## config.mk

```make
export PLATFORM = sky130hd
export DESIGN_NAME = tx_data_buffer
export DESIGN_NICKNAME = d
export VERILOG_FILES = /design/src/rtl/tx_buf_pkg.sv /design/src/rtl/tx_buf_ram.sv /design/src/rtl/tx_data_buffer.sv
export SDC_FILE = /design/constraint.sdc
export NUM_CORES = 1
export LEC_CHECK = 0
export BUFFER_PORTS_ARGS = -buffer_cell sky130_fd_sc_hd__buf_2
export CAP_MARGIN = 15
export CORE_ASPECT_RATIO = 0.6
export CORE_MARGIN = 2
export CORE_UTILIZATION = 30
export CTS_CLUSTER_DIAMETER = 40
export DETAILED_ROUTE_END_ITERATION = 6
export PLACE_DENSITY = 0.52
export SYNTH_ARGS = -nofsm -noshare
export SYNTH_HDL_FRONTEND = slang
export SYNTH_SLANG_ARGS = --single-unit
```

## constraint.sdc

```tcl
create_clock -name clk -period 6.1 [get_ports clk]
set_clock_uncertainty 0.15 [all_clocks]
set_input_delay 0.305 -clock clk [delete_from_list [all_inputs] [get_ports clk]]
set_output_delay 0.305 -clock clk [all_outputs]
set_load 0.03 [all_outputs]
```

## src/rtl/tx_buf_pkg.sv

```systemverilog
// tx_buf_pkg: shared sizing constants for the USB transmit data buffer
package tx_buf_pkg;
  localparam int TX_BUF_DEPTH = 64;
  localparam int TX_BUF_PTR_W = 6;
endpackage

```

## src/rtl/tx_buf_ram.sv

```systemverilog
// tx_buf_ram: DEPTH x 8 byte storage, synchronous write, asynchronous read
module tx_buf_ram
  import tx_buf_pkg::*;
#(
  parameter int DEPTH = TX_BUF_DEPTH,
  parameter int AW    = $clog2(DEPTH)
) (
  input  logic          clk,
  input  logic          we,
  input  logic [AW-1:0] waddr,
  input  logic [7:0]    wdata,
  input  logic [AW-1:0] raddr,
  output logic [7:0]    rdata
);
  logic [7:0] mem [DEPTH];
  // byte write on the rising edge; contents are not reset
  always_ff @(posedge clk) begin
    if (we) mem[waddr] <= wdata;
  end
  assign rdata = mem[raddr];
endmodule

```

## src/rtl/tx_data_buffer.sv

```systemverilog
// tx_data_buffer: show-ahead circular byte FIFO feeding the USB transmitter; TX_BUF_OVERFLOW_ERR_EN adds a sticky buffer_error output
module tx_data_buffer
  import tx_buf_pkg::*;
#(
  parameter int DEPTH = TX_BUF_DEPTH
) (
  input  logic       clk,
  input  logic       n_rst,
  input  logic       store_tx_data,
  input  logic [7:0] tx_data,
  input  logic       get_tx_packet,
  input  logic       clear,
  output logic [7:0] tx_packet_data,
  output logic [6:0] tx_packet_data_size,
  output logic       buffer_full,
  output logic       buffer_empty
`ifdef TX_BUF_OVERFLOW_ERR_EN
  ,
  output logic       buffer_error
`endif
);
  localparam int PW = $clog2(DEPTH);
  logic [PW-1:0] wp_q, wp_d, rp_q, rp_d;
  logic [PW:0]   cnt_q, cnt_d;
  logic [7:0]    rd_data;
  logic          do_wr, do_rd;
  assign buffer_full         = cnt_q == (PW+1)'(DEPTH);
  assign buffer_empty        = cnt_q == '0;
  assign tx_packet_data_size = 7'(cnt_q);
  assign tx_packet_data      = buffer_empty ? 8'h00 : rd_data;
  assign do_wr = store_tx_data & ~buffer_full & ~clear;
  assign do_rd = get_tx_packet & ~buffer_empty & ~clear;
  tx_buf_ram #(.DEPTH(DEPTH), .AW(PW)) u_ram (
    .clk   (clk),
    .we    (do_wr),
    .waddr (wp_q),
    .wdata (tx_data),
    .raddr (rp_q),
    .rdata (rd_data)
  );
  // pointers wrap naturally at DEPTH; clear flushes, simultaneous push/pop keeps occupancy
  always_comb begin
    wp_d  = clear ? '0 : wp_q + PW'(do_wr);
    rp_d  = clear ? '0 : rp_q + PW'(do_rd);
    cnt_d = clear ? '0 : cnt_q + (PW+1)'(do_wr) - (PW+1)'(do_rd);
  end
  // pointer and occupancy registers, asynchronously discarded on reset
  always_ff @(posedge clk or negedge n_rst) begin
    if (!n_rst) begin
      wp_q  <= '0;
      rp_q  <= '0;
      cnt_q <= '0;
    end else begin
      wp_q  <= wp_d;
      rp_q  <= rp_d;
      cnt_q <= cnt_d;
    end
  end
`ifdef TX_BUF_OVERFLOW_ERR_EN
  logic err_q, err_d;
  assign err_d = ~clear & (err_q | (store_tx_data & buffer_full) | (get_tx_packet & buffer_empty));
  // sticky flag for a refused write or pop, released only by clear or reset
  always_ff @(posedge clk or negedge n_rst) begin
    if (!n_rst) err_q <= 1'b0;
    else        err_q <= err_d;
  end
  assign buffer_error = err_q;
`endif
endmodule

```

==> metrics.cfg <==
[timing]
tightest_slew_ps=1100
finalCritPeriodShare_pct=76.8
rsz0062_at_grt=false
slew_headroom_pct=26.4
layout_min_cycle_time_ps=4680
setup_viol_count_final=0
tns_ps=0
drv_slew=0
hold_viol=0
fmax_mhz=214

[route]
detail-route-antenna-nets=0
drc=0
met2_length_um=21200
drtPass1Iterations=5
top_layer_used=met4
vias=10671
vias_per_cell=5.08
wl_per_cell_um=26.0
drt-met1-wl_um=26700
routed_wirelength_um=54500
wl_met3_um=5820
drt_first_iter_violations=1352

[worst_setup_path]
critPathLaunchType=flop
required_ps=5640
critPathBufInv=2
criticalPathCategory=reg -> out
setup.worst_path.end_class=output port
cp_max_fo=43
slowest_stage=dfrtp_4
crit_chain=buf_12 -> mux4_2 -> a221oi_1 -> nand4_1 -> a31o_1 -> buf_2
cp_top_family=compound AO/OA/AOI/OAI gates
reg2reg_depth=17
r2r_end=tx_packet_data_size[6]
reg2reg_from=tx_packet_data_size[3]
arrival_ps=4230
crit_path_max_incr_delay_ps=1050
reg2reg_slack_ps=1710

[synth]
yosys.area.top_type=edfxtp_1
synth_fp_nets=1115
ys_ff_latch=531
synth.distinct_cells=47
async_flop_share_pct=3.58
synthFlopType=edfxtp_1
synth_most_common_cell=edfxtp_1
syn_area_um2=21100
synthDominantCellAreaShare_pct=72.9
synth_area_leaders=edfxtp_1 (73%), mux4_2 (12%), dfrtp_1 (2.3%)
yosysSeqAreaShare_pct=75.1
syn_inst=1088
yosys_warnings=0
syn_avg_cell_area_um2=19.4
ys_top_cells_by_count=edfxtp_1 (512), mux4_2 (108), nor2_1 (88)
synth_edf_count=512

[global_route]
antenna_found_initial=2
grt_pass1_wl_um=78400
grt_pass1_vias=10429
grt_max_degree=65
grt_usage_pct=15.1
gr-total-overflow=0

[final_layout]
multi_input_area_um2=4870
nets=1164
layout-drive-gt1-share_pct=20.0
final_core_util_pct=34.2
final-seq-area_um2=15900
stdcell_count=2101
fill_cells=6542
syn_to_final_growth_pct=13.1

[floorplan]
die_w_um=346
start_util_pct=30.3
dieArea_um2=72600
fp-row-count=75
die_y_um=209
fp.coreArea_um2=69700
io_pins=30

[power_and_ir_drop]
power_w=0.00816
ir_worst_vdd_mv=0.195
leakagePower_nw=7.30
power_density_nw_per_um2=342

[clocking]
worst_skew_pair.late_latency_ps=570
cts_root_buffer=clkbuf_16
clockBufferDepth=3
cts-htree-levels=2
cts_buffers=50
cts_tree=yes
cts.sinks=531
clk_pin_slew_ps=60

[placed_design]
portBuffers=29
gp_congestion=0.815
placed_cells=2005
hpwlAfterDp_um=34600

[job]
drv_cap=0

[hold_path]
hold_class=in -> async

[outcome]
outcome=finished, final reports clean

-- cell type report --
class	instances	share of cell area [%]
clock inverter	27	0.928
clock buffer	64	5.64
timing repair buffer	52	1.52
tap	924	4.84
inverter	14	0.220
multi-input combinational	488	20.4
sequential	531	66.4
antenna	1	0.0105
-- what timing repair did --
action	in CTS	in global routing
resized for setup	0	0
hold endpoints to repair	30	12
hold buffers	2	1
setup buffers	0	0
-- per-stage QoR --
| stage | setup slack (ps) | hold slack, ps | area [um2] |
|---|---|---|---|
| 5_1_grt | 1280 | 123 | 23900 |
| 3_3_place_gp | 1850 | 154 | 22300 |
| 2_1_floorplan | 2560 | -141 | 21100 |
| 4_1_cts | 1420 | 79.2 | 23800 |
| 6_report | 1420 | 86.0 | 23900 |
| 3_5_place_dp | 1760 | 157 | 22300 |
-- power by group --
group,switching (W),internal (W)
combinational,0.000608,0.000406
clock,0.00136,0.00169
sequential,0.0000706,0.00402
total,0.00204,0.00612
-- placed cells by master, fill, tap and decap left out, types with 4 or more instances in the layout --
cell,count
o21ai_0,12
nand3_1,36
nand2b_1,9
xor2_1,7
buf_2,29
a21oi_1,19
clkbuf_16,51
xnor2_1,4
nand4_1,9
dfrtp_1,16
nand2_1,56
buf_4,17
nor2_1,88
a22oi_1,23
clkinv_1,12
clkinv_2,6
a31oi_1,7
edfxtp_1,512
ha_1,13
mux2i_1,39
mux4_2,108
nor2b_1,12
inv_1,13
mux4_1,8
clkbuf_1,11
-- kinds of logic (layout without fill, tap and decap cells) --
| kind of cell | after synthesis | after routing | synth area share, % |
|---|---|---|---|
| compound gates | 74 | 74 | 2.24 |
| other cells | 0 | 1 | 0 |
| simple gates | 231 | 231 | 4.98 |
| xor+xnor | 11 | 11 | 0.457 |
| buf+inv | 69 | 157 | 1.81 |
| fa+ha+maj | 14 | 14 | 0.866 |
| flops | 531 | 531 | 75.1 |
| mux | 158 | 158 | 14.5 |
-- worst reg2reg max path, cell delays in order (launching register included) --
cell and delay (ps):
dfrtp_1 440, inv_1 90, ha_1 190, nor4bb_1 150
nand2b_1 530, inv_1 350, nor3b_1 380, ha_1 290
inv_1 60, ha_1 180, inv_1 70, fa_1 420
nand2b_1 160, a21oi_1 220, o21ai_0 150, a21oi_1 230
or3_1 150, a21oi_1 60
-- sequential cells by signal (all words and copies together) (netlist names) --
name / flops
rp_q: 6
tx_packet_data_size: 7
u_ram.mem: 512
wp_q: 6
-- per-layer routing --
layer  vias up  track usage, %
li1       4489               -
met1      5709            24.2
met2       408            19.5
met3        65            5.18
met4         0            2.73
met5         -               0
-- how the worst max path moves through the flow --
stage                                   endpoint  cells after the start                   start
after global routing           tx_packet_data[3]                      6                 rp_q[0]
final                          tx_packet_data[3]                      6                 rp_q[0]
after detailed placement  tx_packet_data_size[6]                     17  tx_packet_data_size[3]
after CTS                      tx_packet_data[3]                      6                 rp_q[0]
after global placement    tx_packet_data_size[6]                     17  tx_packet_data_size[3]
after floorplan           tx_packet_data_size[6]                     17  tx_packet_data_size[2]
Power figures use the tool's default switching activity.
